**config.mk**
```make
export PLATFORM = sky130hd
export DESIGN_NAME = logic_gates_seq
export DESIGN_NICKNAME = d
export VERILOG_FILES = /design/src/rtl/logic_gates_pkg.sv /design/src/rtl/logic_gates_expect.sv /design/src/rtl/logic_gates_seq.sv
export SDC_FILE = /design/constraint.sdc
export NUM_CORES = 1
export LEC_CHECK = 0
export CAP_MARGIN = 20
export CORE_UTILIZATION = 38
export DETAILED_ROUTE_END_ITERATION = 16
export PLACE_DENSITY = 0.64
export RECOVER_POWER = 100
export SLEW_MARGIN = 10
export SYNTH_ARGS = -nofsm -noshare
export SYNTH_HDL_FRONTEND = slang
export SYNTH_SLANG_ARGS = --single-unit
```
**constraint.sdc**
```tcl
create_clock -name iClk -period 1.55 [get_ports iClk]
set_input_delay 0.3875 -clock iClk [delete_from_list [all_inputs] [get_ports iClk]]
set_output_delay 0.3875 -clock iClk [all_outputs]
set_load 0.01 [all_outputs]
```
**src/rtl/logic_gates_pkg.sv**
```systemverilog
// Shared definitions for the two-input gate unit self-test sequencer:
// state encoding, step count and the reference truth table.
package logic_gates_pkg;

    typedef enum logic [1:0] {
        ST_IDLE   = 2'd0,
        ST_SETTLE = 2'd1,
        ST_CHECK  = 2'd2,
        ST_DONE   = 2'd3
    } seq_state_e;

    localparam int         NUM_STEPS = 4;
    localparam logic [1:0] LAST_STEP = 2'(NUM_STEPS - 1);

    // Reference gate behaviour, packed as {and, or, not}.
    function automatic logic [2:0] gate_expect(input logic a, input logic b);
        return {a & b, a | b, ~a};
    endfunction

endpackage

```
**src/rtl/logic_gates_expect.sv**
```systemverilog
// Combinational comparator: flags when the observed gate outputs differ
// from the reference truth table for the applied (A,B).
module logic_gates_expect (
    input  logic a_i,
    input  logic b_i,
    input  logic and_i,
    input  logic or_i,
    input  logic not_i,
    output logic mismatch_o
);
    import logic_gates_pkg::*;

    logic [2:0] exp_w;

    always_comb begin
        exp_w      = gate_expect(a_i, b_i);
        mismatch_o = (exp_w != {and_i, or_i, not_i});
    end

endmodule

```
**src/rtl/logic_gates_seq.sv**
```systemverilog
// Self-test sequencer: walks the four (A,B) combinations, waits a settle
// time on each, checks the gate unit outputs and reports a fail mask.
module logic_gates_seq #(
    parameter int SETTLE_CYCLES = 4
) (
    input  logic       iClk,
    input  logic       iRst,
    input  logic       iStart,
    input  logic       iAnd,
    input  logic       iOr,
    input  logic       iNot,
    output logic       oA,
    output logic       oB,
    output logic [1:0] oStep,
    output logic       oBusy,
    output logic       oDone,
    output logic       oPass,
    output logic [3:0] oFailMask
);
    import logic_gates_pkg::*;

    localparam int            CW       = $clog2(SETTLE_CYCLES + 1);
    localparam logic [CW-1:0] CNT_LAST = CW'(SETTLE_CYCLES - 1);

    seq_state_e    state_q, state_d;
    logic [1:0]    step_q, step_d;
    logic [CW-1:0] cnt_q, cnt_d;
    logic [3:0]    mask_q, mask_d;
    logic          pass_q, pass_d;
    logic          mismatch_w;

    // The step index doubles as the applied (A,B) pair during CHECK.
    logic_gates_expect u_expect (
        .a_i        (step_q[0]),
        .b_i        (step_q[1]),
        .and_i      (iAnd),
        .or_i       (iOr),
        .not_i      (iNot),
        .mismatch_o (mismatch_w)
    );

    always_ff @(posedge iClk) begin
        if (iRst) begin
            state_q <= ST_IDLE;
            step_q  <= '0;
            cnt_q   <= '0;
            mask_q  <= '0;
            pass_q  <= 1'b0;
        end else begin
            state_q <= state_d;
            step_q  <= step_d;
            cnt_q   <= cnt_d;
            mask_q  <= mask_d;
            pass_q  <= pass_d;
        end
    end

    always_comb begin
        state_d = state_q;
        step_d  = step_q;
        cnt_d   = cnt_q;
        mask_d  = mask_q;
        pass_d  = pass_q;
        case (state_q)
            ST_IDLE: begin
                if (iStart) begin
                    mask_d  = '0;
                    step_d  = '0;
                    cnt_d   = '0;
                    state_d = ST_SETTLE;
                end
            end
            ST_SETTLE: begin
                if (cnt_q == CNT_LAST) begin
                    state_d = ST_CHECK;
                end else begin
                    cnt_d = cnt_q + 1'b1;
                end
            end
            ST_CHECK: begin
                if (mismatch_w) begin
                    mask_d[step_q] = 1'b1;
                end
                // Pass is judged on the mask including this final check.
                if (step_q == LAST_STEP) begin
                    pass_d  = (mask_d == 4'b0000);
                    state_d = ST_DONE;
                end else begin
                    step_d  = step_q + 2'd1;
                    cnt_d   = '0;
                    state_d = ST_SETTLE;
                end
            end
            ST_DONE: begin
                state_d = ST_IDLE;
            end
        endcase
    end

    always_comb begin
        oBusy     = (state_q == ST_SETTLE) || (state_q == ST_CHECK);
        oDone     = (state_q == ST_DONE);
        oA        = oBusy & step_q[0];
        oB        = oBusy & step_q[1];
        oStep     = step_q;
        oPass     = pass_q;
        oFailMask = mask_q;
    end

endmodule

```
==> results of run 1 <==
## cells by family after synthesis
logic type               count (synthesis)
multiplexers                             1
buffers and inverters                   16
adder cells (fa/ha/maj)                 12
XOR/XNOR                                 3
AO/OA/AOI/OAI                           29
flip-flops                              12
AND/OR/NAND/NOR                         21
## worst reg2reg max path: stages, from the launching register on
cell and delay (ns):
dfxtp_4 0.36, buf_4 0.15, ha_1 0.20, a21o_1 0.17, or4_4 0.48, a21oi_2 0.14
## power by group
part	total, mW	internal (mW)	switching (mW)
sequential	0.391	0.358	0.0335
combinational	0.791	0.388	0.403
clock	0.211	0.0996	0.111
## per-layer routing
metal | up-vias | global-route usage [%] | part of all wire, %
li1 | 399 | - | -
met1 | 378 | 24.5 | 47
met2 | 15 | 28.7 | 50
met3 | 0 | 2.83 | 2.9
met4 | 0 | 5.88 | 0
met5 | - | 0 | 0
## synthesized netlist by cell type, types with 2 or more instances
cell      count  area (um2)
dfxtp_1      12         240
ha_1         12         150
a21oi_1      11        55.1
inv_1        10        37.5
o31ai_1       5        37.5
nand4_1       4        25.0
a211oi_1      3        22.5
nor2_1        3        11.3
nor2b_1       3        18.8
a311oi_1      2        17.5
and2_1        2        12.5
buf_2         2        10.0
buf_4         2        15.0
nand2_1       2        7.51
nand2b_1      2        12.5
o311ai_0      2        17.5
xnor2_1       2        17.5
## placed cells by master, fill, tap and decap left out, types with 3 or more instances in the layout
cell type and instances:
nor2_1 3, dfxtp_1 8, ha_1 7, buf_4 15, o311ai_1 3, o31ai_1 5
clkdlybuf4s50_1 5, nand4_1 4, clkbuf_4 3, nor2b_1 3, and2_4 3, a21oi_1 10
inv_1 8, ha_2 3, a211oi_1 3, dlygate4sd2_1 6
## through the flow
stage	power [mW]	setup TNS [ns]	area [um2]
after floorplan	0.832	0	837
after detailed placement	1.13	-0.957	1100
final	1.39	-0.0120	1180
after CTS	1.37	-0.00428	1140
after global placement	1.11	-0.951	1100
after global routing	1.51	-0.235	1180
## worst min-delay path by stage
stage	start	to	slack [ns]	depth (start not counted)
2_1_floorplan	cnt_q[2]	cnt_q[2]	0.44	2
3_3_place_gp	cnt_q[2]	cnt_q[2]	0.46	2
3_5_place_dp	cnt_q[2]	cnt_q[2]	0.47	2
4_1_cts	cnt_q[2]	cnt_q[2]	0.48	2
5_1_grt	cnt_q[2]	cnt_q[2]	0.50	2
6_report	oFailMask[2]	oFailMask[2]	0.48	2
## sequential cells by signal, summed over array words and instances, names as in the netlist
register,flops
oPass,1
state_q,2
oStep,2
oFailMask,4
cnt_q,3
## timing repair
item                       CTS  global route
resized for setup           30            15
pin swaps                    3             5
cloned                       0             0
setup endpoints to repair   13            11
## layout make-up
class	instances	area (um2)	share of cell area [%]
clock buffer	4	26.3	2.23
inverter	10	40.0	3.40
multi-input combinational	66	569	48.4
sequential	12	250	21.3
tap	27	33.8	2.87
timing repair buffer	31	258	21.9
==> flow_results.org, run 1 <==
** Power
- Peak VDD IR :: roughly 1.1 mV
- Summed over all cells, the static leakage comes to about 0.52 nW.
- Total power per unit cell area :: between 1000 and 1500 nW/um2

** Worst setup path
- The critical path starts at state_q[0].
- In this run the number of cells on the critical path is 5.
- Critical path capture point type :: flop
- Critical Path Source Type :: flop
- Endpoint of the worst-slack reg-to-reg timing path :: cnt_q[1]
- Crit path required time :: around 1.8 ns
- In this design, the stage delay of the slowest critical-path cell is 0.48 ns.
- The startpoint identified for the worst register-to-register timing path is state_q[0].
- Slowest cell on crit path :: or4_4
- The critical path in this run is classified as reg2reg.
- Cell breakdown of the critical path :: buf_4 -> ha_1 -> a21o_1 -> or4_4 -> a21oi_2
- Worst path bufs/invs :: 1
- Of all nets on the critical path, the largest fanout is 5.
- Broken down by cell family, the worst path's largest delay share belongs to simple AND/OR/NAND/NOR gates.
- Across all register-to-register paths, the minimum setup slack is -0.01 ns.
- For the worst flop-to-flop path, the logic depth is 5.
- At the worst endpoint, the arrival time is 1.78 ns.
- Last element of the critical path :: cnt_q[1]

** Placement
- Detailed placement finished with a half-perimeter wire length of 1420 um.
- During placement, the flow inserted port buffers numbering 16.
- Routability-driven placement finished with a final weighted congestion of 0.723.
- Minimum setup slack after placement :: -0.170 ns
- DP Cell Count :: around 150

** Clock tree
- Num CTS Buffers :: 3
- TritonCTS built the clock tree.
- # clock sinks :: 12
- Clock latency on the worst-skew pair, taken at its later pin, is around 0.27 ns.
- Worst-path clk slew :: around 0.08 ns
- In this run, post-CTS hold repair placed 0 buffers.
- Number of buffers between clock root and the deepest sink :: 2
- Number of post-CTS setup repair buffers :: 0
- Number of H-tree levels :: 1
- CTS placed an instance of clkbuf_4 at the clock tree root.

** STA
- Max Slew Vio Count :: 0
- Of the available clock period, the critical path in the final layout requires 101%.
- Between clock sinks in the finished design, the worst skew comes to 0.00723 ns.
- Number of setup violations in the final report :: 1
- Worst Max-Slew Pin Slew :: around 0.37 ns
- The final hold violation count is 0.
- Final worst setup slack :: -0.0120 ns
- Final min period :: 1.56 ns
- Post-route worst hold slack :: roughly 0.48 ns
- Max transition margin :: between 70% and 80%
- Setup repair after global routing could not meet its margin everywhere.
- Timing would allow up to about 640 MHz.

** Yosys
- After synthesis, the netlist uses 32 different library cells.
- During synthesis, Yosys emitted a total of 0 warnings.
- Summing every instance area after synthesis gives between 800 and 900 um2.
- Share of synthesized cell area in and, or, nand and nor gates :: 14.8%
- Share of the synthesized area in compound gates (AO/OA/AOI/OAI) :: 24.4%
- Summing the areas of all xor and xnor instances in the mapped netlist gives between 3 and 4% of the synthesized area.
- After Yosys synthesis, full adders, half adders and majority gates account for between 10% and 20% of the synthesized area.
- The synthesized design contains 12 register bits.
- Proportion of synthesized chip area in sequential cells :: roughly 29%
- Among all flip-flop cells after synthesis, the most frequent one is dfxtp_1.
- Largest family of logic cells by synthesized area :: compound AO/OA/AOI/OAI gates
- Synthesized area per cell :: between 8 and 9 um2
- Fraction of synthesis flops using an asynchronous set or reset pin :: 0%
- Synthesis produced a netlist whose cell count is between 90 and 100.
- Multiplexer cells account for 1.21% of the synthesized area.
- In this run, synthesis inferred 0 flip-flops with an integrated enable.
- Counting every net in the synthesized netlist gives roughly 110.

** Drt
- The detail route stage leaves a number of antenna-violating nets equal to 0.
- Detailed router's first-iteration violation count :: 12
- Detailed routing inserted a total of between 700 and 800 vias.
- Drt first pass iters :: 3
- Per-cell via count in the routed design :: 5.28
- Detailed-route wire length :: approximately 1900 um
- Residual DRC count :: 0
- After detailed routing, the average wire length per cell comes to 12.6 um.

** Global routing
- Total global routing overflow :: 0
- Entering global routing, the biggest net connects 11 pins.
- Global routing used 18.0% of the available tracks across all layers.
- The number of global-route vias before repair was ~800.
- The initial antenna violation count was 0.
- The first global-routing pass estimated between 3000 and 4000 um of wire.

** Finish
- Non-filler cells, final :: 150
- Final layout net count :: about 140
- Share of final-layout standard cells stronger than drive strength 1 :: approximately a third
- # fillers :: 187
- Fraction of the core area covered by cells at the end of the flow :: just under 60%
- Relative to the synthesized area, the layout overhead comes to 41.9%.
- Number of diodes :: 0

** Die
- Initial Util :: approximately two fifths
- The total area inside the core boundary comes to approximately 2000 um2.
- Floorplan die height :: 48.7 um
- During I/O placement, the number of pins put on the boundary was 17.
- Die Area :: 2370 um2
- Site Rows :: 16
- The die is 48.7 um wide.

** Worst hold path
- In this run the worst hold path is classified as reg2reg.

** Flow run
- The tool flagged a number of max-cap violations equal to 0.

** Run status
- Outcome :: finished with violations
- Violated checks :: negative setup slack
Power figures use the tool's default switching activity.
==> inputs of run 2 (changes only) <==
Settings changed: CORE_MARGIN set to 4, CORE_UTILIZATION 38 to 44, PLACE_DENSITY 0.64 to 0.72.
==> flow_results.org, run 2 (synthesis results as in run 1) <==
** Run status
- The flow ran to the end, but the final reports show violations.
- The final reports fail on negative setup slack.

** Clock tree
- Worst-path clk slew :: 0.08 ns (about the same)
- Clock latency reported for the late side of the worst-skew pair :: 0.28 ns (about the same)
- Num CTS Buffers :: 3 (unchanged)
- TritonCTS clock tree :: done
- The sink count of the clock tree is 12 (unchanged).
- The count of hold-fix buffers inserted at cts is 0 (unchanged).
- The tree is rooted in a clkbuf_4.
- Number of H-tree levels :: 1 (unchanged)
- The total setup buffers inserted after CTS was 0 (unchanged).
- The maximum clock path buffer count was 2 (unchanged).

** Worst hold path
- Number of cells traversed by the worst hold path :: 2 (unchanged)
- Type of the worst min-delay path :: reg2reg
- Worst Hold Path EP :: oFailMask[2]
- Origin of the worst min-delay path :: oFailMask[2]

** Worst setup path
- The required time of the critical path was 1.16 ns (-0.61 ns).
- STA classifies the critical path endpoint as an output pin.
- Worst Reg-to-Reg Cells :: 6 (+1)
- In this run the critical register-to-register path is captured at cnt_q[1].
- The worst register-to-register path begins at state_q[0].
- The data arrival time of the critical path was 1.17 ns (-0.61 ns).
- Reg2Reg Setup Slack :: 0 ns (about the same)
- Highest fanout seen on the critical path :: 3 (-2)
- The setup path with the least slack is of type reg2out.
- Critical Path Source Type :: flop

** STA
- Setup repair after global routing missed its margin :: yes
- Number of setup violations in the final report :: 1 (unchanged)
- Peak Freq :: 642 MHz (+0.32%)
- Post-route clock period utilization :: 100% (-0.32 points)
- The transition at the pin with the smallest max-transition slack is 0.288 ns (-0.0799 ns).
- Max transition margin :: 80.5% (+5.2 points)
- Final min period :: 1.56 ns (-0.00496 ns)
- The setup slack of the critical path after layout is -0.00700 ns (+0.00496 ns).
- The clock skew came to 0.000326 ns (-0.00691 ns).
- Post-route worst hold slack :: 0.488 ns (+0.00266 ns)
- The max-slew violation total from the final report came to 0 (unchanged).
- Hold Violations, Final :: 0 (unchanged)

** Die
- The floorplan die area was 2640 um2 (+11%).
- The core area was 1760 um2 (-12%).
- Initial Util :: 47.0% (+5.6 points)
- Site Rows :: 15 (-1)
- The number of top-level pins was 17 (unchanged).
- The die height came to 51.4 um (+5.5%).
- Die width :: 51.4 um (+5.5%)

** Global routing
- The number of global-route vias before repair came to 724 (-7.3%).
- Wire length of the first global-routing pass :: 3010 um (-11%)
- The aggregate global-route resource usage is 15.2% (-2.7 points).
- The initial antenna violation count is 0 (unchanged).
- The maximum number of pins on one net before global-route repair came to 11 (unchanged).
- The remaining global-route overflow is 0 (unchanged).

** Finish
- Max reg flops :: 4 (unchanged)
- The library cells used most frequently in the layout, excluding fill and tap cells, are buf_4 (16), a21oi_1 (10), inv_1 (8), dfxtp_1 (8), ha_1 (7).
- Leaving out fill and tap cells, the most frequent cell in the layout is buf_4.
- # fillers :: 154 (-18%)
- The finished layout cell area came to 1220 um2 (+4.0%).
- Final layout net count :: 145 (+2.1%)
- The count of inserted antenna diode cells came to 0 (unchanged).
- The proportion of layout cells with a drive suffix above 1 was 35.7% (+2.4 points).
- The filler-free cell count of the finished design is 151 (+0.67%).
- Layout overhead on the synthesized area :: 47.7%

** Drt
- Drt first pass iters :: 5 (+2)
- The final antenna-violating net count came to 0 (unchanged).
- Routed length on met2 :: 1030 um (+9.9%)
- Residual DRC count :: 0 (unchanged)
- Topmost layer with routed signal wires :: met4
- The met1 wire length came to 833 um (-7.0%).
- Average routed wire per standard cell :: 13.1 um (+4.0%)
- Detailed router's first-iteration violation count :: 8 (-4)
- The total length of routed met3 wires was 95 um (+73%).
- Detailed-route wire length :: 1980 um (+4.7%)
- The overall via count from detail_route is 799 (+0.88%).
- The routed via count divided by cell count is 5.29 (+0.22%).

** Flow run
- Number of violations of the max-capacitance limit :: 0 (unchanged)

** Placement
- The routability congestion estimate came to 0.830 (+15%).
- Detailed Place HPWL :: 1480 um (+3.9%)
- The placed standard-cell area came to 1120 um2 (+1.8%).
- Minimum setup slack after placement :: -0.168 ns (+0.00255 ns)
- Total of buffers placed on input and output ports :: 16 (unchanged)
- DP Cell Count :: 147 (+0.68%)

** Power
- Leakage power total :: 0.547 nW (+4.8%)
- Total power per unit cell area :: 1210 nW/um2 (+2.5%)
- Peak VDD IR :: 0.933 mV (-14%)
-- run 2: worst max-delay path, cell delays in order (launching register included) --
cell	delay, ns
dfxtp_2	0.34
inv_2	0.05
ha_4	0.23
and2_4	0.15
buf_6	0.11
-- run 2: repair_timing --
action                                 in CTS  in global routing
endpoints found under the hold margin       0                  0
pin swaps                                   2                  6
setup endpoints to repair                  13                  6
gates resized for setup                    34                 12
-- run 2: final cells by class --
| cell class | count | area (um2) | area share, % |
|---|---|---|---|
| multi-input combinational | 66 | 582 | 47.5 |
| timing repair buffer | 34 | 288 | 23.5 |
| sequential | 12 | 248 | 20.2 |
| inverter | 10 | 40.0 | 3.27 |
| clock buffer | 4 | 36.3 | 2.96 |
| tap | 25 | 31.3 | 2.55 |
-- run 2: how the worst max path moves through the flow --
stage	slack, ns	start	endpoint
3_3_place_gp	-0.14	state_q[1]	oA
4_1_cts	-0.02	state_q[0]	oB
5_1_grt	-0.06	state_q[0]	cnt_q[1]
2_1_floorplan	0.005	state_q[1]	cnt_q[1]
6_report	-0.007	state_q[1]	oA
3_5_place_dp	-0.17	state_q[1]	oA
-- run 2: power breakdown --
part	internal [mW]	switching (mW)
sequential	0.359	0.0349
combinational	0.408	0.424
clock	0.143	0.116
total	0.910	0.575
-- run 2: per-layer routing --
metal / up-vias / global-route usage [%]
li1: 409 / -
met1: 372 / 16.5
met2: 16 / 28.4
met3: 2 / 3.50
met4: 0 / 5.24
met5: - / 0
-- run 2: metrics by stage --
stage	TNS [ns]	power (mW)	utilization [%]
after floorplan	0	0.832	-
after global placement	-0.850	1.10	63.7
final	-0.00700	1.49	69.4
after global routing	-0.147	1.59	69.4
after detailed placement	-1.13	1.12	63.7
after CTS	-0.0377	1.46	67.0
